<file path="config.mk">
export PLATFORM = sky130hd
export DESIGN_NAME = bitwise_logic_unit
export DESIGN_NICKNAME = d
export VERILOG_FILES = /design/src/rtl/bitwise_logic_unit.sv
export SDC_FILE = /design/constraint.sdc
export NUM_CORES = 1
export LEC_CHECK = 0
export BUFFER_PORTS_ARGS = -buffer_cell sky130_fd_sc_hd__clkbuf_2
export CORE_MARGIN = 2
export CORE_UTILIZATION = 40
export DETAILED_ROUTE_END_ITERATION = 16
export SETUP_SLACK_MARGIN = 0.4
export SLEW_MARGIN = 20
export SYNTH_ARGS = -nofsm -noshare
export SYNTH_HDL_FRONTEND = slang
export SYNTH_SLANG_ARGS = --single-unit
</file>
<file path="constraint.sdc">
create_clock -name clk -period 4 [get_ports clk]
set_input_delay 0.8 -clock clk [delete_from_list [all_inputs] [get_ports clk]]
set_output_delay 0.8 -clock clk [all_outputs]
set_load 0.01 [all_outputs]
</file>
<file path="src/rtl/bitwise_logic_unit.sv">
// Registered WIDTH-bit logic unit: eight selectable bitwise ops, optional accumulator
// operand, and result flags, with valid/ready handshakes and a one-entry output register.
module bitwise_logic_unit #(
    parameter int WIDTH = 4
) (
    input  logic             clk,
    input  logic             rst,
    input  logic             inValid,
    output logic             inReady,
    input  logic [WIDTH-1:0] inputA,
    input  logic [WIDTH-1:0] inputB,
    input  logic [2:0]       opSel,
    input  logic             useAcc,
    input  logic             loadAcc,
    output logic             outValid,
    input  logic             outReady,
    output logic [WIDTH-1:0] outputC,
    output logic             zeroFlag,
    output logic             onesFlag,
    output logic             parityFlag,
    output logic [WIDTH-1:0] accValue
);

    function automatic logic [WIDTH-1:0] logicOp(input logic [2:0] op,
                                                 input logic [WIDTH-1:0] a,
                                                 input logic [WIDTH-1:0] b);
        logic [WIDTH-1:0] r;
        case (op)
            3'd0:    r = a & b;
            3'd1:    r = a | b;
            3'd2:    r = a ^ b;
            3'd3:    r = ~(a & b);
            3'd4:    r = ~(a | b);
            3'd5:    r = ~(a ^ b);
            3'd6:    r = ~a;
            default: r = b;
        endcase
        return r;
    endfunction

    logic [WIDTH-1:0] accReg;
    logic [WIDTH-1:0] resultReg;
    logic             validReg;
    logic             zeroReg;
    logic             onesReg;
    logic             parityReg;
    logic             accept;
    logic [WIDTH-1:0] opAP0;
    logic [WIDTH-1:0] resultP0;

    // The output register frees up whenever its current contents leave this cycle.
    assign inReady  = !validReg || outReady;
    assign accept   = inValid && inReady;
    assign opAP0    = useAcc ? accReg : inputA;
    assign resultP0 = logicOp(opSel, opAP0, inputB);

    // Stage p0 -> output register
    always_ff @(posedge clk) begin
        if (rst) begin
            validReg  <= 1'b0;
            resultReg <= '0;
            zeroReg   <= 1'b1;
            onesReg   <= 1'b0;
            parityReg <= 1'b0;
            accReg    <= '0;
        end else if (accept) begin
            validReg  <= 1'b1;
            resultReg <= resultP0;
            zeroReg   <= (resultP0 == '0);
            onesReg   <= &resultP0;
            parityReg <= ^resultP0;
            if (loadAcc) begin
                accReg <= resultP0;
            end
        end else if (outReady) begin
            validReg <= 1'b0;
        end
    end

    assign outValid   = validReg;
    assign outputC    = resultReg;
    assign zeroFlag   = zeroReg;
    assign onesFlag   = onesReg;
    assign parityFlag = parityReg;
    assign accValue   = accReg;

endmodule

</file>
==> flow_metrics.tcl, run 1 <==
set metrics [dict create \
    yosysSeqAreaShare_pct 21.38 \
    floorplan_die_area_um2 3249 \
    crit_path_end "parityFlag$_SDFFE_PP0P_" \
    vias_per_cell 5.214 \
    register_area_um2 240.2 \
    total_leakage_power_nw 0.6013 \
    fmax_mhz 352.2 \
    core.rowCount 19 \
    netlist_area_um2 1124 \
    detailedPlacementHpwl_um 1818 \
    ys.flop_type "sky130_fd_sc_hd__dfxtp_1" \
    hold_viol_final 0 \
    timing.critical_path.from_type "input port" \
    number_of_max_cap_violations 0 \
    final_layout_size_suffix_gt1_share_pct 31.79 \
    maxSlewViolCount 0 \
    antennaDiodeCount 0 \
    timing.rr.start "accValue[0]$_SDFFE_PP0P_" \
    multi_input_comb_area_um2 738.2 \
    floorplan.initialDensity_pct 41.46 \
    arrival_ns 3.04 \
    routed_wl_um 2297 \
    setup_viol_count_final 0 \
    setup_repair_after_global_routing_missed_its_margin "no" \
    ff2ff_setup_slack_ns 1.56 \
    postSynthRegisterBits 12 \
    worst_skew_pair.late_latency_ns 0.28 \
    max_slew.worst_pin.slew_ns 0.4539 \
    cts_sinks 12 \
    tns_ns 0 \
    design.portCount 30 \
    post_synth_num_cell_types 43 \
    final.setup_skew_ns 0.003246 \
    worst_hold_path_type "reg -> reg" \
    worst_slew_margin_pct 69.74 \
    cts_post_setup_buffers_inserted 0 \
    final_nets 182 \
    cts_tree "done" \
    gr-total-overflow 0 \
    pin_count_of_the_biggest_net_entering_global_routing 21 \
    hold_buffers 0 \
    yosys.area.top_type "sky130_fd_sc_hd__dfxtp_1" \
    mappedNetlistNets 156 \
    post_route_antenna_net_violation_count 0 \
    post_synth_inst_count 127 \
    vias 949 \
    cts_buffer_depth 2 \
    layout_worst_path_cycle_share_pct 70.98 \
    synth_top_cell_area_share_pct 21.38 \
    post_route_drc_violation_count 0 \
    yosysWarnings 0 \
    hold_ws_ns 0.4527 \
    wl_per_cell_um 12.62 \
    fill_count 280 \
    drt_first_pass_iters 4 \
    global_route_wire_length_before_repair_um 3933 \
    cts-resized-gates 0 \
    layout.cell_area.non_filler_um2 1249 \
    dr.first_iter.drc_count 22 \
    synth_area_leaders "sky130_fd_sc_hd__dfxtp_1 (21%), sky130_fd_sc_hd__ha_1 (13%), sky130_fd_sc_hd__inv_1 (5.0%)" \
    cts.htree.levels 1 \
    layout_min_cycle_time_ns 2.839 \
    placed_cell_area_um2 1226 \
    synth_area_per_cell_um2 8.847 \
    number_of_global_route_vias_before_repair 953 \
    antenna_found_initial 0 \
    cp_startpoint "useAcc" \
    worstPathRequired_ns 4.20 \
    final_util_pct 46.08 \
    die-width_um 57 \
    cts.root.buffer_cell "sky130_fd_sc_hd__clkbuf_4" \
    setup.worst_path.end_class "register" \
    grt_use_total_pct 15.00 \
    worst-path-max-fanout 4 \
    synth_enable_flop_cells 0 \
    syn2layout_area_growth_pct 11.14 \
    core_region_area_um2 2710 \
    reg2reg_depth 9 \
    peakVddDrop_mv 0.2253 \
    path_class "in -> reg" \
    finalWeightedCongestion 0.7868 \
    floorplan.die.height_um 57 \
    postSynth.asyncResetShare_pct 0 \
    port_buffers 29 \
    critical_path.reg2reg.endpoint "parityFlag$_SDFFE_PP0P_" \
    clkSlewWorstSetupHoldPaths_ns 0.07 \
    run_status "completed" \
    pwr_density_cell_nw_per_um2 278.7 \
    numCtsBuffers 3 \
]
-- area by class of cell --
type / instances / area share [%]
Clock buffer: 3 / 1.804
Inverter: 17 / 5.110
Multi-Input combinational cell: 90 / 59.12
Sequential cell: 12 / 19.24
Tap cell: 31 / 3.106
Timing Repair Buffer: 29 / 11.62
-- cells in the final DEF (no fill, tap or decap), drive strengths merged --
cell type,netlist,routed
a2111oi,2,2
a21boi,1,1
ha,12,12
a211oi,9,9
mux2i,3,3
nor2,13,13
nand2,5,5
nor3,2,2
xnor2,1,1
nand4b,1,1
nor2b,2,2
and3,2,2
mux2,3,3
o31ai,1,1
a221oi,3,3
o21ai,4,4
a22oi,1,1
nand3b,1,1
clkbuf,2,32
mux4,1,1
a2bb2oi,1,1
a31o,1,1
inv,17,17
nand2b,4,4
nor4bb,1,1
a211o,2,2
o22ai,2,2
a21oi,10,10
and2,1,1
nand3,1,1
dfxtp,12,12
-- metal layers --
layer | vias to the layer above | routed length, um | global-route usage [%]
li1 | 499 | - | -
met1 | 425 | 1026 | 18.12
met2 | 20 | 1137 | 26.60
met3 | 5 | 97 | 2.041
met4 | 0 | 36 | 6.312
met5 | - | 0 | 0
-- synth_stat cells, types with 2 or more instances --
cell                       number
sky130_fd_sc_hd__a211o_1        2
sky130_fd_sc_hd__a211oi_1       5
sky130_fd_sc_hd__a211oi_2       4
sky130_fd_sc_hd__a21oi_1       10
sky130_fd_sc_hd__a221oi_2       2
sky130_fd_sc_hd__and3_1         2
sky130_fd_sc_hd__buf_12         2
sky130_fd_sc_hd__buf_6          2
sky130_fd_sc_hd__clkbuf_1       2
sky130_fd_sc_hd__dfxtp_1       12
sky130_fd_sc_hd__ha_1          12
sky130_fd_sc_hd__inv_1         15
sky130_fd_sc_hd__inv_2          2
sky130_fd_sc_hd__mux2i_1        3
sky130_fd_sc_hd__nand2_1        5
sky130_fd_sc_hd__nand2b_1       4
sky130_fd_sc_hd__nor2_1        13
sky130_fd_sc_hd__nor2b_1        2
sky130_fd_sc_hd__nor3_1         2
sky130_fd_sc_hd__o21ai_0        2
sky130_fd_sc_hd__o22ai_1        2
-- power breakdown --
part | switching (W) | internal (W)
clock | 0.0000384 | 0.0000349
sequential | 0.00000568 | 0.000130
combinational | 0.0000773 | 0.0000618
-- worst min-delay path by stage --
| stage | end | depth (start not counted) | start | slack (ns) |
|---|---|---|---|---|
| 6_report | onesFlag$_SDFFE_PP0P_ | 2 | onesFlag$_SDFFE_PP0P_ | 0.45 |
| 5_1_grt | onesFlag$_SDFFE_PP0P_ | 2 | onesFlag$_SDFFE_PP0P_ | 0.49 |
| 4_1_cts | onesFlag$_SDFFE_PP0P_ | 2 | onesFlag$_SDFFE_PP0P_ | 0.46 |
| 3_5_place_dp | onesFlag$_SDFFE_PP0P_ | 2 | onesFlag$_SDFFE_PP0P_ | 0.45 |
| 3_3_place_gp | onesFlag$_SDFFE_PP0P_ | 2 | onesFlag$_SDFFE_PP0P_ | 0.44 |
| 2_1_floorplan | onesFlag$_SDFFE_PP0P_ | 2 | onesFlag$_SDFFE_PP0P_ | 0.48 |
-- flip-flops by register name (all words and copies together), names as in the netlist --
signal      cells
accValue        4
outputC         4
onesFlag        1
outValid        1
parityFlag      1
zeroFlag        1
-- per-stage QoR --
stage | instances | power [W] | setup slack [ns]
final | 182 | 0.0003481 | 1.161
after global routing | 182 | 0.0003747 | 1.017
after CTS | 182 | 0.0003515 | 1.146
after detailed placement | 179 | 0.0002783 | 0.8540
after global placement | 179 | 0.0002739 | 0.9256
after floorplan | 127 | 0.0002478 | 1.158
-- critical path, stage by stage --
cell and delay [ns]:
sky130_fd_sc_hd__clkbuf_2 0.15, sky130_fd_sc_hd__mux2_4 0.33, sky130_fd_sc_hd__inv_1 0.06, sky130_fd_sc_hd__ha_1 0.23, sky130_fd_sc_hd__mux2_1 0.30, sky130_fd_sc_hd__mux4_2 0.49
sky130_fd_sc_hd__inv_2 0.11, sky130_fd_sc_hd__ha_1 0.24, sky130_fd_sc_hd__xnor2_1 0.12, sky130_fd_sc_hd__a211oi_1 0.21
-- logic make-up after synthesis --
logic type               after synthesis  share of synthesized area [%]
XOR/XNOR                               1                         0.7797
AND/OR/NAND/NOR                       33                          14.70
AO/OA/AOI/OAI                         37                          28.84
flip-flops                            12                          21.38
adder cells (fa/ha/maj)               12                          13.36
multiplexers                           7                          8.017
buffers and inverters                 25                          12.92
Note: power is estimated with default switching activity, not from simulation.
==> run 2: changes to the inputs <==
--- a/config.mk
+++ b/config.mk
@@ -9,6 +9,7 @@
 export CORE_MARGIN = 2
 export CORE_UTILIZATION = 40
 export DETAILED_ROUTE_END_ITERATION = 16
+export PLACE_DENSITY = 0.66
 export SETUP_SLACK_MARGIN = 0.4
 export SLEW_MARGIN = 20
 export SYNTH_ARGS = -nofsm -noshare
==> constraint.sdc (replaced) <==
create_clock -name clk -period 2.3 [get_ports clk]
set_input_delay 0.46 -clock clk [delete_from_list [all_inputs] [get_ports clk]]
set_output_delay 0.46 -clock clk [all_outputs]
set_load 0.01 [all_outputs]
==> flow_metrics.tcl, run 2 (same netlist as run 1, synthesis figures left out) <==
set metrics [dict create \
    vias_per_cell 5.332 \
    finalWeightedCongestion 0.7852 \
    design.portCount 30 \
    final_layout_size_suffix_gt1_share_pct 55.75 \
    syn2layout_area_growth_pct 46.44 \
    cts_tree "done" \
    worst_skew_pair.late_latency_ns 0.27 \
    total_leakage_power_nw 0.7492 \
    run_status "finished with violations" \
    number_of_max_cap_violations 0 \
    port_buffers 29 \
    antenna_found_initial 0 \
    numCtsBuffers 3 \
    largest_delay_contributor_family_on_the_critical_path "multiplexers" \
    peakVddDrop_mv 0.3975 \
    post_route_drc_violation_count 0 \
    failed_checks "negative setup slack" \
    crit_path_max_incr_delay_ns 0.48 \
    post_route_antenna_net_violation_count 0 \
    setup.worst_path.end_class "register" \
    core.rowCount 19 \
    worstPathRequired_ns 2.49 \
    max_slew.worst_pin.slew_ns 0.4751 \
    floorplan_die_area_um2 3249 \
    cts_buffer_depth 2 \
    die-width_um 57 \
    antennaDiodeCount 0 \
    clkSlewWorstSetupHoldPaths_ns 0.07 \
    layout_min_cycle_time_ns 2.320 \
    timing.critical_path.slowest_stage_cell "sky130_fd_sc_hd__mux4_2" \
    dr.first_iter.drc_count 20 \
    wl_per_cell_um 13.70 \
    vias 1093 \
    register_area_um2 241.5 \
    most_frequent_cells_in_the_layout "sky130_fd_sc_hd__clkbuf_2 (28), sky130_fd_sc_hd__buf_4 (18), sky130_fd_sc_hd__nor2_1 (13)" \
    arrival_ns 2.51 \
    detailedPlacementHpwl_um 1982 \
    setup_repair_after_global_routing_missed_its_margin "yes" \
    cp_cell_sequence "clkbuf_16, mux2_4, inv_2, ha_4, mux2_4, mux4_2, inv_2, ha_4, xnor2_2, a211oi_2" \
    pin_count_of_the_biggest_net_entering_global_routing 20 \
    floorplan.die.height_um 57 \
    number_of_global_route_vias_before_repair 1072 \
    global_route_wire_length_before_repair_um 4692 \
    final.setup_skew_ns 0.001866 \
    final_common_cell "sky130_fd_sc_hd__clkbuf_2" \
    dp_slack_ns -0.3503 \
    fin_ws_ns -0.01969 \
    gr-total-overflow 0 \
    path_buf_inv 3 \
    maxSlewViolCount 0 \
    cts.root.buffer_cell "sky130_fd_sc_hd__clkbuf_4" \
    drt_first_pass_iters 4 \
    cts.htree.levels 1 \
    final_nets 204 \
    path_class "in -> reg" \
    worst_hold_path_type "in -> reg" \
    timing.critical_path.from_type "input port" \
    setup_viol_count_final 1 \
    worst-path-max-fanout 4 \
    worst_slew_margin_pct 68.33 \
    fill_count 252 \
    hold_viol_final 0 \
    multi_input_comb_area_um2 919.6 \
    hold_buffers 0 \
    grt_use_total_pct 17.98 \
    core_region_area_um2 2710 \
    p_total_w 0.0007925 \
    routed_wl_um 2808 \
    cts_sinks 12 \
    fmax_mhz 431.1 \
    layout_worst_path_cycle_share_pct 100.9 \
    floorplan.initialDensity_pct 41.46 \
    pwr_density_cell_nw_per_um2 481.6 \
]
## run 2: what timing repair did
action / 4_1_cts / 5_1_grt
pin swaps: 11 / 11
setup buffers: 5 / 4
setup endpoints to repair: 11 / 11
resized for setup: 24 / 11
## run 2: final timing paths
path,start,end,slack (ns),cells past startpoint
worst min-delay path,inValid,outValid$_SDFFE_PP0P_,0.43,3
worst min register to register,onesFlag$_SDFFE_PP0P_,onesFlag$_SDFFE_PP0P_,0.47,2
worst max-delay path,useAcc,parityFlag$_SDFFE_PP0P_,-0.02,10
worst max register to register,accValue[0]$_SDFFE_PP0P_,parityFlag$_SDFFE_PP0P_,0.01,9
## run 2: cell type report
cell class / instances / share of cell area, %
timing repair buffer: 51 / 20.99
clock buffer: 4 / 2.205
multi-input combinational: 90 / 55.89
inverter: 17 / 3.878
sequential: 12 / 14.68
tap: 31 / 2.357
## run 2: per-layer routing
layer	GRT usage, %	share of wire (%)
met1	21.52	41
met2	33.00	54
met3	1.134	2.4
met4	7.641	2.1
met5	0	0
## run 2: power breakdown
group / switching [W] / internal, W / leakage (nW)
combinational: 0.000183 / 0.000208 / 0.629
sequential: 0.0000121 / 0.000226 / 0.0997
clock: 0.0000673 / 0.0000962 / 0.0210
## run 2: worst reg2reg max path: cells and delay by family (launching register included)
| family | cells | cell delay, ns |
|---|---|---|
| mux | 3 | 1.00 |
| xor+xnor | 1 | 0.13 |
| fa+ha+maj | 2 | 0.40 |
| buf+inv | 2 | 0.17 |
| compound gates | 1 | 0.18 |
| flops | 1 | 0.32 |
## run 2: metrics by stage
step / TNS, ns / util (%) / hold slack, ns / cells / cell area (um^2)
final: -0.01969 / 60.71 / 0.4343 / 205 / 1645
after global routing: -0.09621 / 60.71 / 0.4697 / 205 / 1645
after CTS: -0.007357 / 57.62 / 0.4315 / 201 / 1562
after detailed placement: -1.230 / 50.37 / 0.4598 / 192 / 1365
after global placement: -0.7728 / 50.37 / 0.4474 / 192 / 1365
after floorplan: -0.1026 / - / 0.4761 / 127 / 1165
==> run 3: changes to the inputs <==
==> constraint.sdc (replaced) <==
create_clock -name clk -period 2.3 [get_ports clk]
set_input_delay 0.23 -clock clk [delete_from_list [all_inputs] [get_ports clk]]
set_output_delay 0.23 -clock clk [all_outputs]
set_load 0.01 [all_outputs]
==> flow_metrics.tcl, run 3 (same netlist as run 1, synthesis figures left out) <==
set metrics [dict create \
    vias 1070 \
    p_total_w 0.0007749 \
    design.portCount 30 \
    run_status "completed" \
    power.switching_fraction_pct 34.11 \
    crit_path_max_incr_delay_ns 0.48 \
    path_class "reg -> reg" \
    detailedPlacementHpwl_um 2028 \
    dr.first_iter.drc_count 41 \
    timing.critical_path.slowest_stage_cell "sky130_fd_sc_hd__mux4_2" \
    cts.root.buffer_cell "sky130_fd_sc_hd__clkbuf_4" \
    routed_wl_um 2832 \
    reg2reg_depth 9 \
    fill_count 257 \
    post_route_antenna_net_violation_count 0 \
    hold_ws_ns 0.1922 \
    most_frequent_cells_in_the_layout "sky130_fd_sc_hd__clkbuf_2 (29), sky130_fd_sc_hd__buf_4 (18), sky130_fd_sc_hd__inv_1 (12), sky130_fd_sc_hd__nor2_1 (12), sky130_fd_sc_hd__a21oi_1 (9)" \
    min_path_cells 3 \
    ff2ff_setup_slack_ns 0.01 \
    total_leakage_power_nw 0.7241 \
    drt_first_pass_iters 4 \
    antenna_found_initial 0 \
    gr-total-overflow 0 \
    cts_tree "done" \
    seq_power_share_pct 30.8 \
    timing.critical_path.from_type "register" \
    core_region_area_um2 2710 \
    numCtsBuffers 3 \
    timing.hold.worst.start "inValid" \
    p_int_w 0.0005106 \
    setup_viol_count_final 0 \
    fmax_mhz 436.9 \
    die-width_um 57 \
    critical_path.reg2reg.endpoint "parityFlag$_SDFFE_PP0P_" \
    pwr_density_cell_nw_per_um2 484.6 \
    dpl.cell_count 190 \
    final_layout_size_suffix_gt1_share_pct 57.06 \
    setup.worst_path.end_class "register" \
    cts_sinks 12 \
    timing.rr.start "accValue[0]$_SDFFE_PP0P_" \
    placed_cell_area_um2 1353 \
    wl_per_cell_um 14.09 \
    floorplan.initialDensity_pct 41.46 \
    worst-path-max-fanout 2 \
    final-instance-count-excl-fill 201 \
    global_route_wire_length_before_repair_um 4574 \
    final_util_pct 59.00 \
    peakVddDrop_mv 0.4114 \
    cts.htree.levels 1 \
    pin_count_of_the_biggest_net_entering_global_routing 20 \
    worst_skew_pair.late_latency_ns 0.28 \
    finalWeightedCongestion 0.7702 \
    hold_buffers 0 \
    cts_buffer_depth 2 \
    max_slew.worst_pin.slew_ns 0.4979 \
    switchingPower_w 0.0002643 \
    number_of_max_cap_violations 0 \
    arrival_ns 2.49 \
    worstHoldEndpoint "outValid$_SDFFE_PP0P_" \
    syn2layout_area_growth_pct 42.32 \
    power.share.clock_pct 21.6 \
    core.rowCount 19 \
    grt_use_total_pct 18.02 \
    final.setup_skew_ns 0.002815 \
    antennaDiodeCount 0 \
    vias_per_cell 5.323 \
    combPwrFrac_pct 47.5 \
    layout.cell_area.non_filler_um2 1599 \
    hold_viol_final 0 \
    floorplan_die_area_um2 3249 \
    post_route_drc_violation_count 0 \
    port_buffers 29 \
    worst_hold_path_type "in -> reg" \
    setup_repair_after_global_routing_missed_its_margin "yes" \
    layout_min_cycle_time_ns 2.289 \
    floorplan.die.height_um 57 \
    number_of_global_route_vias_before_repair 1003 \
    layout_worst_path_cycle_share_pct 99.52 \
    final_common_cell "sky130_fd_sc_hd__clkbuf_2" \
    worst_slew_margin_pct 66.81 \
    clkSlewWorstSetupHoldPaths_ns 0.07 \
    worstPathRequired_ns 2.50 \
    maxSlewViolCount 0 \
    cp_cell_sequence "mux2_4, inv_2, ha_4, mux2_4, mux4_2, inv_2, ha_4, xnor2_2, a211oi_2" \
    final_nets 200 \
]
==> run 3: worst max-delay path by stage <==
| stage | startpoint | to | slack [ns] | depth (start not counted) |
|---|---|---|---|---|
| after detailed placement | useAcc | parityFlag$_SDFFE_PP0P_ | -0.15 | 11 |
| after CTS | accValue[0]$_SDFFE_PP0P_ | parityFlag$_SDFFE_PP0P_ | 0.05 | 9 |
| after floorplan | accValue[0]$_SDFFE_PP0P_ | parityFlag$_SDFFE_PP0P_ | 0.06 | 9 |
| final | accValue[0]$_SDFFE_PP0P_ | parityFlag$_SDFFE_PP0P_ | 0.01 | 9 |
| after global placement | useAcc | zeroFlag$_SDFFE_PP1P_ | -0.08 | 10 |
| after global routing | accValue[2]$_SDFFE_PP0P_ | parityFlag$_SDFFE_PP0P_ | -0.09 | 10 |
==> run 3: through the flow <==
step                TNS [ns]  setup slack [ns]
floorplan                  0           0.06234
global placement     -0.1414          -0.07622
detailed placement   -0.3775           -0.1535
CTS                        0           0.05421
global route         -0.1149          -0.09043
finish                     0           0.01099
==> run 3: area by class of cell <==
cell class	instances	area, um^2	area share [%]
multi-input combinational	90	932.1	58.29
tap	31	38.79	2.426
clock buffer	4	36.28	2.269
timing repair buffer	47	280.3	17.53
sequential	12	247.7	15.49
inverter	17	63.81	3.991
==> run 3: metal layers <==
metal / routed length, um / up-vias / share of wire (%) / global-route usage [%]
met3: 95 / 5 / 3.4 / 2.268
met5: 0 / - / 0 / 0
met2: 1588 / 22 / 56 / 31.69
li1: - / 542 / - / -
met4: 45 / 0 / 1.6 / 7.973
met1: 1104 / 501 / 39 / 21.91
==> run 3: timing repair <==
item                                    CTS  global route
setup buffers                             3             4
endpoints found under the setup margin    9            11
pin swaps                                 5            11
hold endpoints to repair                  0             0
resized for setup                         9            24
==> run 3: worst max-delay path: cells and delay by family (launching register included) <==
family,cells,cell delay [ns]
mux,3,0.99
fa+ha+maj,2,0.39
flops,1,0.32
compound gates,1,0.22
buf+inv,2,0.15
xor+xnor,1,0.13
==> run 3: power by group through the flow <==
stage	registers (W)	clock network (W)	logic (W)
floorplan	0.000249	0	0.000195
global placement	0.000242	0	0.000277
detailed placement	0.000243	0	0.000287
CTS	0.000240	0.000172	0.000306
global route	0.000241	0.000184	0.000406
finish	0.000239	0.000168	0.000368
